## config.mk

```make
export PLATFORM = sky130hd
export DESIGN_NAME = mem_port_arbiter
export DESIGN_NICKNAME = d
export VERILOG_FILES = /design/src/rtl/mem_arb_pkg.sv /design/src/rtl/mem_arb_wdog.sv /design/src/rtl/mem_port_arbiter.sv
export SDC_FILE = /design/constraint.sdc
export NUM_CORES = 1
export LEC_CHECK = 0
export BUFFER_PORTS_ARGS = -buffer_cell sky130_fd_sc_hd__buf_2
export CELL_PAD_IN_SITES_DETAIL_PLACEMENT = 2
export CELL_PAD_IN_SITES_GLOBAL_PLACEMENT = 2
export CORE_MARGIN = 8
export CORE_UTILIZATION = 25
export DETAILED_ROUTE_END_ITERATION = 7
export PLACE_DENSITY_LB_ADDON = 0.1
export SLEW_MARGIN = 20
export SYNTH_ARGS = -nofsm -noshare
export SYNTH_HDL_FRONTEND = slang
export SYNTH_HIERARCHICAL = 1
export SYNTH_SLANG_ARGS = --single-unit
```

## constraint.sdc

```tcl
create_clock -name clk -period 4.7 [get_ports clk]
set_input_delay 0.94 -clock clk [delete_from_list [all_inputs] [get_ports clk]]
set_output_delay 0.94 -clock clk [all_outputs]
set_load 0.03 [all_outputs]
```

## src/rtl/mem_arb_pkg.sv

```systemverilog
// Shared types and constants for the fetch/data memory port arbiter.
package mem_arb_pkg;

   typedef enum logic [1:0] {
      IDLE   = 2'd0,
      D_BUSY = 2'd1,
      I_BUSY = 2'd2
   } arb_state_e;

   typedef enum logic {
      FETCH = 1'b0,
      DATA  = 1'b1
   } grant_e;

   localparam logic [2:0] RW_BYTE  = 3'b000;
   localparam logic [2:0] RW_HALF  = 3'b001;
   localparam logic [2:0] RW_WORD  = 3'b010;
   localparam logic [2:0] RW_BYTEU = 3'b100;
   localparam logic [2:0] RW_HALFU = 3'b101;

   localparam logic [31:0] NOP_INSTR  = 32'h0000_0013;
   localparam logic [2:0]  FETCH_TYPE = RW_WORD;

endpackage

```

## src/rtl/mem_arb_wdog.sv

```systemverilog
// Watchdog for the arbiter: counts stalled memory cycles, raises hit on the
// TO_CYC-th consecutive wait cycle of an access.
module mem_arb_wdog #(
   parameter int unsigned TO_CYC = 255
) (
   input  logic clk,
   input  logic rst_n,
   input  logic clr,
   input  logic en,
   output logic hit
);

   localparam logic [15:0] LAST = 16'(TO_CYC - 1);

   logic [15:0] cnt_q, cnt_d;

   always_comb begin
      cnt_d = cnt_q;
      if (clr) begin
         cnt_d = '0;
      end else if (en && (cnt_q != LAST)) begin
         cnt_d = cnt_q + 16'd1;
      end
   end

   // Current cycle counts as a wait cycle, so the hit fires when the stored count is one short.
   assign hit = en && (cnt_q == LAST);

   always_ff @(posedge clk or negedge rst_n) begin
      if (!rst_n) begin
         cnt_q <= '0;
      end else begin
         cnt_q <= cnt_d;
      end
   end

endmodule

```

## src/rtl/mem_port_arbiter.sv

```systemverilog
// Arbitrates one single-port memory between instruction fetch and MEM-stage data.
// Optional statistics counters enabled by defining MEM_ARB_STAT_EN.
module mem_port_arbiter
   import mem_arb_pkg::*;
#(
   parameter int unsigned ADDR_W = 32,
   parameter int unsigned DATA_W = 32,
   parameter int unsigned TO_CYC = 255
) (
   input  logic              clk,
   input  logic              rst_n,
   input  logic              if_req,
   input  logic [ADDR_W-1:0] if_addr,
   output logic [DATA_W-1:0] if_rdata,
   output logic              if_done,
   input  logic              d_req,
   input  logic              d_we,
   input  logic [2:0]        d_type,
   input  logic [ADDR_W-1:0] d_addr,
   input  logic [DATA_W-1:0] d_wdata,
   output logic [DATA_W-1:0] d_rdata,
   output logic              d_done,
   output logic              mem_req,
   output logic              mem_we,
   output logic [2:0]        mem_type,
   output logic [ADDR_W-1:0] mem_addr,
   output logic [DATA_W-1:0] mem_wdata,
   input  logic [DATA_W-1:0] mem_rdata,
   input  logic              mem_ack,
   output logic              stall,
   output logic              err_timeout,
   output logic [31:0]       stat_conflict,
   output logic [31:0]       stat_wait
);

   arb_state_e        state_q, state_d;
   grant_e            last_q, last_d;
   logic              mem_req_q, mem_req_d;
   logic              mem_we_q, mem_we_d;
   logic [2:0]        mem_type_q, mem_type_d;
   logic [ADDR_W-1:0] mem_addr_q, mem_addr_d;
   logic [DATA_W-1:0] mem_wdata_q, mem_wdata_d;
   logic              if_done_q, if_done_d;
   logic              d_done_q, d_done_d;
   logic [DATA_W-1:0] if_rdata_q, if_rdata_d;
   logic [DATA_W-1:0] d_rdata_q, d_rdata_d;
   logic              err_q, err_d;

   logic i_pend, d_pend;
   logic wd_clr, wd_en, wd_hit;

   assign i_pend = if_req & ~if_done_q;
   assign d_pend = d_req & ~d_done_q;
   assign wd_en  = mem_req_q & ~mem_ack;

   mem_arb_wdog #(
      .TO_CYC(TO_CYC)
   ) u_wdog (
      .clk  (clk),
      .rst_n(rst_n),
      .clr  (wd_clr),
      .en   (wd_en),
      .hit  (wd_hit)
   );

   always_comb begin
      state_d     = state_q;
      last_d      = last_q;
      mem_req_d   = mem_req_q;
      mem_we_d    = mem_we_q;
      mem_type_d  = mem_type_q;
      mem_addr_d  = mem_addr_q;
      mem_wdata_d = mem_wdata_q;
      if_done_d   = 1'b0;
      d_done_d    = 1'b0;
      if_rdata_d  = '0;
      d_rdata_d   = '0;
      err_d       = err_q;
      wd_clr      = 1'b0;

      case (state_q)
         IDLE: begin
            if (d_pend && ((last_q == FETCH) || !i_pend)) begin
               state_d     = D_BUSY;
               last_d      = DATA;
               mem_req_d   = 1'b1;
               mem_we_d    = d_we;
               mem_type_d  = d_type;
               mem_addr_d  = d_addr;
               mem_wdata_d = d_wdata;
               wd_clr      = 1'b1;
            end else if (i_pend) begin
               state_d     = I_BUSY;
               last_d      = FETCH;
               mem_req_d   = 1'b1;
               mem_we_d    = 1'b0;
               mem_type_d  = FETCH_TYPE;
               mem_addr_d  = if_addr;
               mem_wdata_d = '0;
               wd_clr      = 1'b1;
            end
         end

         D_BUSY, I_BUSY: begin
            // A real ack wins over a simultaneous watchdog expiry.
            if (mem_ack || wd_hit) begin
               state_d   = IDLE;
               mem_req_d = 1'b0;
               if (!mem_ack) begin
                  err_d = 1'b1;
               end
               if (state_q == D_BUSY) begin
                  d_done_d  = 1'b1;
                  d_rdata_d = (mem_ack && !mem_we_q) ? mem_rdata : '0;
               end else begin
                  if_done_d  = 1'b1;
                  if_rdata_d = mem_ack ? mem_rdata : DATA_W'(NOP_INSTR);
               end
            end
         end

         default: begin
            state_d   = IDLE;
            mem_req_d = 1'b0;
         end
      endcase
   end

   always_ff @(posedge clk or negedge rst_n) begin
      if (!rst_n) begin
         state_q     <= IDLE;
         last_q      <= FETCH;
         mem_req_q   <= 1'b0;
         mem_we_q    <= 1'b0;
         mem_type_q  <= '0;
         mem_addr_q  <= '0;
         mem_wdata_q <= '0;
         if_done_q   <= 1'b0;
         d_done_q    <= 1'b0;
         if_rdata_q  <= '0;
         d_rdata_q   <= '0;
         err_q       <= 1'b0;
      end else begin
         state_q     <= state_d;
         last_q      <= last_d;
         mem_req_q   <= mem_req_d;
         mem_we_q    <= mem_we_d;
         mem_type_q  <= mem_type_d;
         mem_addr_q  <= mem_addr_d;
         mem_wdata_q <= mem_wdata_d;
         if_done_q   <= if_done_d;
         d_done_q    <= d_done_d;
         if_rdata_q  <= if_rdata_d;
         d_rdata_q   <= d_rdata_d;
         err_q       <= err_d;
      end
   end

   assign mem_req     = mem_req_q;
   assign mem_we      = mem_we_q;
   assign mem_type    = mem_type_q;
   assign mem_addr    = mem_addr_q;
   assign mem_wdata   = mem_wdata_q;
   assign if_done     = if_done_q;
   assign d_done      = d_done_q;
   assign if_rdata    = if_rdata_q;
   assign d_rdata     = d_rdata_q;
   assign err_timeout = err_q;
   assign stall       = i_pend | d_pend;

`ifdef MEM_ARB_STAT_EN
   logic [31:0] stat_conflict_q, stat_conflict_d;
   logic [31:0] stat_wait_q, stat_wait_d;

   always_comb begin
      stat_conflict_d = stat_conflict_q;
      stat_wait_d     = stat_wait_q;
      if (i_pend && d_pend && (stat_conflict_q != '1)) begin
         stat_conflict_d = stat_conflict_q + 32'd1;
      end
      if (wd_en && (stat_wait_q != '1)) begin
         stat_wait_d = stat_wait_q + 32'd1;
      end
   end

   always_ff @(posedge clk or negedge rst_n) begin
      if (!rst_n) begin
         stat_conflict_q <= '0;
         stat_wait_q     <= '0;
      end else begin
         stat_conflict_q <= stat_conflict_d;
         stat_wait_q     <= stat_wait_d;
      end
   end

   assign stat_conflict = stat_conflict_q;
   assign stat_wait     = stat_wait_q;
`else
   assign stat_conflict = '0;
   assign stat_wait     = '0;
`endif

endmodule
```

==> impl_results.md <==
- CTS sink count: 155
- Delay of the slowest critical-path stage: 0.78 ns
- Post-synthesis adder-cell area fraction: 0.877%
- Total Power Consumption: 5.77 mW
- Routability congestion estimate: 0.734
- Die area: 34,200 sq um
- Mux cell area share after synthesis: 0.474%
- Post-DR vias/cell: 4.60
- Simple logic cell fraction of the synthesized area: 15.3%
- CP endpoint kind: flop
- Critical-path cell list: buf_2 -> nor2b_2 -> o21ai_4 -> inv_2 -> buf_4 -> a2bb2oi_1
- TritonCTS clock tree: built
- HP Class: flop to flop
- Period utilization: 66.2%
- Final setup fails: 0
- Row count: 62
- Filler cells: 3,158
- Initial Util: 25.1%
- Number of global-route vias before repair: 6,751
- Setup TNS: 0 ns
- Synth Area in Compound Gates: 17.1%
- Post-synth ARST share: 100%
- Post-route ant nets: 0
- WL final: 26,200 microns
- Pin count of the biggest net entering global routing: 99
- DRC viols: 0
- Cell family contributing the most delay on the critical path: buffers and inverters
- Max-slew headroom: 33.1%
- Layout cells sized above 1: 37.5%
- RSZ-0062 raised after global routing: no
- Root buf cell: clkbuf_16
- Max Cap Viol: 0
- Post-CTS sizing: 0
- Fin area: 9160 sq um
- R2R Setup Slk: 1.94 ns
- First-pass GRT wire length: 40,300 microns
- Global route overflow: 0
- Max frequency: 322 MHz
- Clk_skew: 0.0151 ns
- Number of I/O pins: 338
- Die height: 185 microns
- Iter 0 DRT Violations: 266
- Reg2reg end: mem_addr[7]
- Total GRT Usage: 15.1%
- Antenna violations before repair: 1
- FF-to-FF Start: d_done
- Peak VDD IR: 251 uV
- Top_reg_cell synth: dfrtp_1
- P&R area growth vs syn: 28.5%
- Detailed Place HPWL: 18,900 microns
- Post-synth cell types: 53
- Finished Layout Cells: 1,263
- Post-Synthesis Cells: 616
- Final worst slack: 1.59 ns
- Worst path depth: 6
- Via count: 5,804
- Largest family of logic cells by synthesized area: compound AO/OA/AOI/OAI gates
- Min cycle time layout: 3.11 ns
- Worst Tran Pin Value: 1.00 ns
- Mean post-synth cell area: 11.6 sq um
- Core Util, Final: 32.3%
- Crit path capture: mem_addr[7]
- Number of buffers and inverters on the critical path: 3
- CP Launch Type: primary input
- FF-to-FF path depth: 6
- Max Slew Vio Count: 0
- CP arrival: 3.40 ns
- Cell count after placement: 1,230
- PortBufs: 273
- Hold WS: 0.478 ns
- Yosys reg bits: 155
- First drt pass iteration count: 4
- CTS clock-pin slew for the worst setup and hold paths: 0.07 ns
- Critical Path Fanout Max: 37
- Clk_lat worst skew: 0.43 ns
- Yosys warnings: 6
- Status: complete, no violations
- TritonCTS Buffers: 17
- Setup CP Type: primary input to flop
- Post-synthesis sequential area ratio: 54.4%
- Required time worst endpoint: 4.99 ns
- Die Wd: 185 microns
- Leak: 4.83 nW
- Largest area contributor in the netlist: dfrtp_1
- Post-synth top area share: 54.4%
- Synth Area in XOR/XNOR: 0.859%
- CP Launch Point: d_req
- Post-CTS Setup Inserts: 0
- Drt wl/cell: 20.7 microns
- Dpl ws: 1.09 ns
- Synth top area cells: dfrtp_1 54%, buf_4 7.1%, a22o_1 4.3%, a2bb2oi_1 4.1%, and3b_1 4.1%
- Core Box Area: 28,400 sq um
- Hold_buf cts: 0
- Clock buffer depth: 2
- Nets: 1,007
- Power Dens Cells: 630 nW/um^2
- Number of enable flip-flop cells after synthesis: 0
- Synth Cell Area: 7130 sq um
- Hold Fails Final Rpt: 0
- H-tree depth: 4
- CP max-delay cell: o21ai_4
- Dpl cell area: 8560 sq um
-- report_power, final --
part,switching (mW),internal [mW],leakage [nW]
Clock,0.664,0.715,0.291
Combinational,1.68,0.796,2.52
Sequential,0.220,1.70,2.02
-- Yosys cell counts, types with 2 or more instances --
cell,count
buf_4,67
buf_6,7
o2111ai_1,2
o21ai_0,34
a22o_1,35
nand2b_1,2
nor4b_2,2
buf_2,4
and3b_1,33
a2bb2oi_1,33
o311ai_0,2
xnor2_1,7
nand4_1,5
ha_1,5
nor3b_1,2
a21oi_1,7
nor2_1,15
dfrtp_1,155
and3_1,31
mux2_2,3
o21bai_1,2
a221oi_1,32
nor4_1,4
a211oi_1,2
inv_2,2
nand3_1,7
clkbuf_1,35
nand2_1,8
nor2b_1,6
nor3_1,2
and2_1,34
inv_1,10
-- cells by family after synthesis --
kind of cell             after synthesis
AND/OR/NAND/NOR                      162
buffers and inverters                126
other                                  1
flip-flops                           155
XOR/XNOR                               7
multiplexers                           3
adder cells (fa/ha/maj)                5
AO/OA/AOI/OAI                        157
-- per-layer routing --
layer / track usage, % / vias up / wire (microns)
li1: - / 2610 / -
met1: 17.5 / 2996 / 10600
met2: 27.4 / 183 / 13900
met3: 3.67 / 15 / 1360
met4: 3.68 / 0 / 304
met5: 0 / - / 0
-- cell usage in the layout (no fill, tap or decap), types with 5 or more instances in the layout --
master,n
nor2_1,15
nand4_1,5
and3_1,31
dfrtp_1,155
xnor2_1,7
ha_1,5
nand3_1,7
buf_4,7
o21ai_0,34
nand2_1,8
inv_1,10
a21oi_1,7
clkbuf_16,17
conb_1,64
and3b_1,33
a221oi_1,32
a2bb2oi_1,33
a22o_1,35
nor2b_1,5
and2_1,34
buf_2,272
-- sequential cells by signal, summed over array words and instances, names as in the netlist, 2 cells and up --
register / cells
state_q: 2
d_rdata: 32
mem_type: 3
u_wdog/cnt_q: 16
if_rdata: 32
mem_addr: 32
mem_wdata: 32
-- worst min path at each step --
stage / from / endpoint / slack, ns / cells past startpoint
after floorplan: state_q[1] / state_q[1] / 0.48 / 2
after global placement: err_timeout / err_timeout / 0.47 / 1
after detailed placement: err_timeout / err_timeout / 0.46 / 1
after CTS: err_timeout / err_timeout / 0.48 / 1
after global routing: err_timeout / err_timeout / 0.49 / 1
final: err_timeout / err_timeout / 0.48 / 1
-- worst reg2reg max path: cells and delay by family (launching register included) --
kind / cells / cell delay, ns
buffers and inverters: 3 / 1.25
AO/OA/AOI/OAI: 2 / 0.94
AND/OR/NAND/NOR: 1 / 0.12
flip-flops: 1 / 0.33
-- final cells by class --
type | instances | area [sq um] | area share, %
Sequential cell | 155 | 3880 | 42.3
Multi-Input combinational cell | 398 | 2720 | 29.7
Timing Repair Buffer | 281 | 1450 | 15.8
Tap cell | 384 | 480 | 5.24
Clock buffer | 17 | 425 | 4.64
Clock inverter | 15 | 168 | 1.83
Inverter | 12 | 45.0 | 0.492
Antenna cell | 1 | 2.50 | 0.0273
Note: power is estimated with default switching activity, not from simulation.
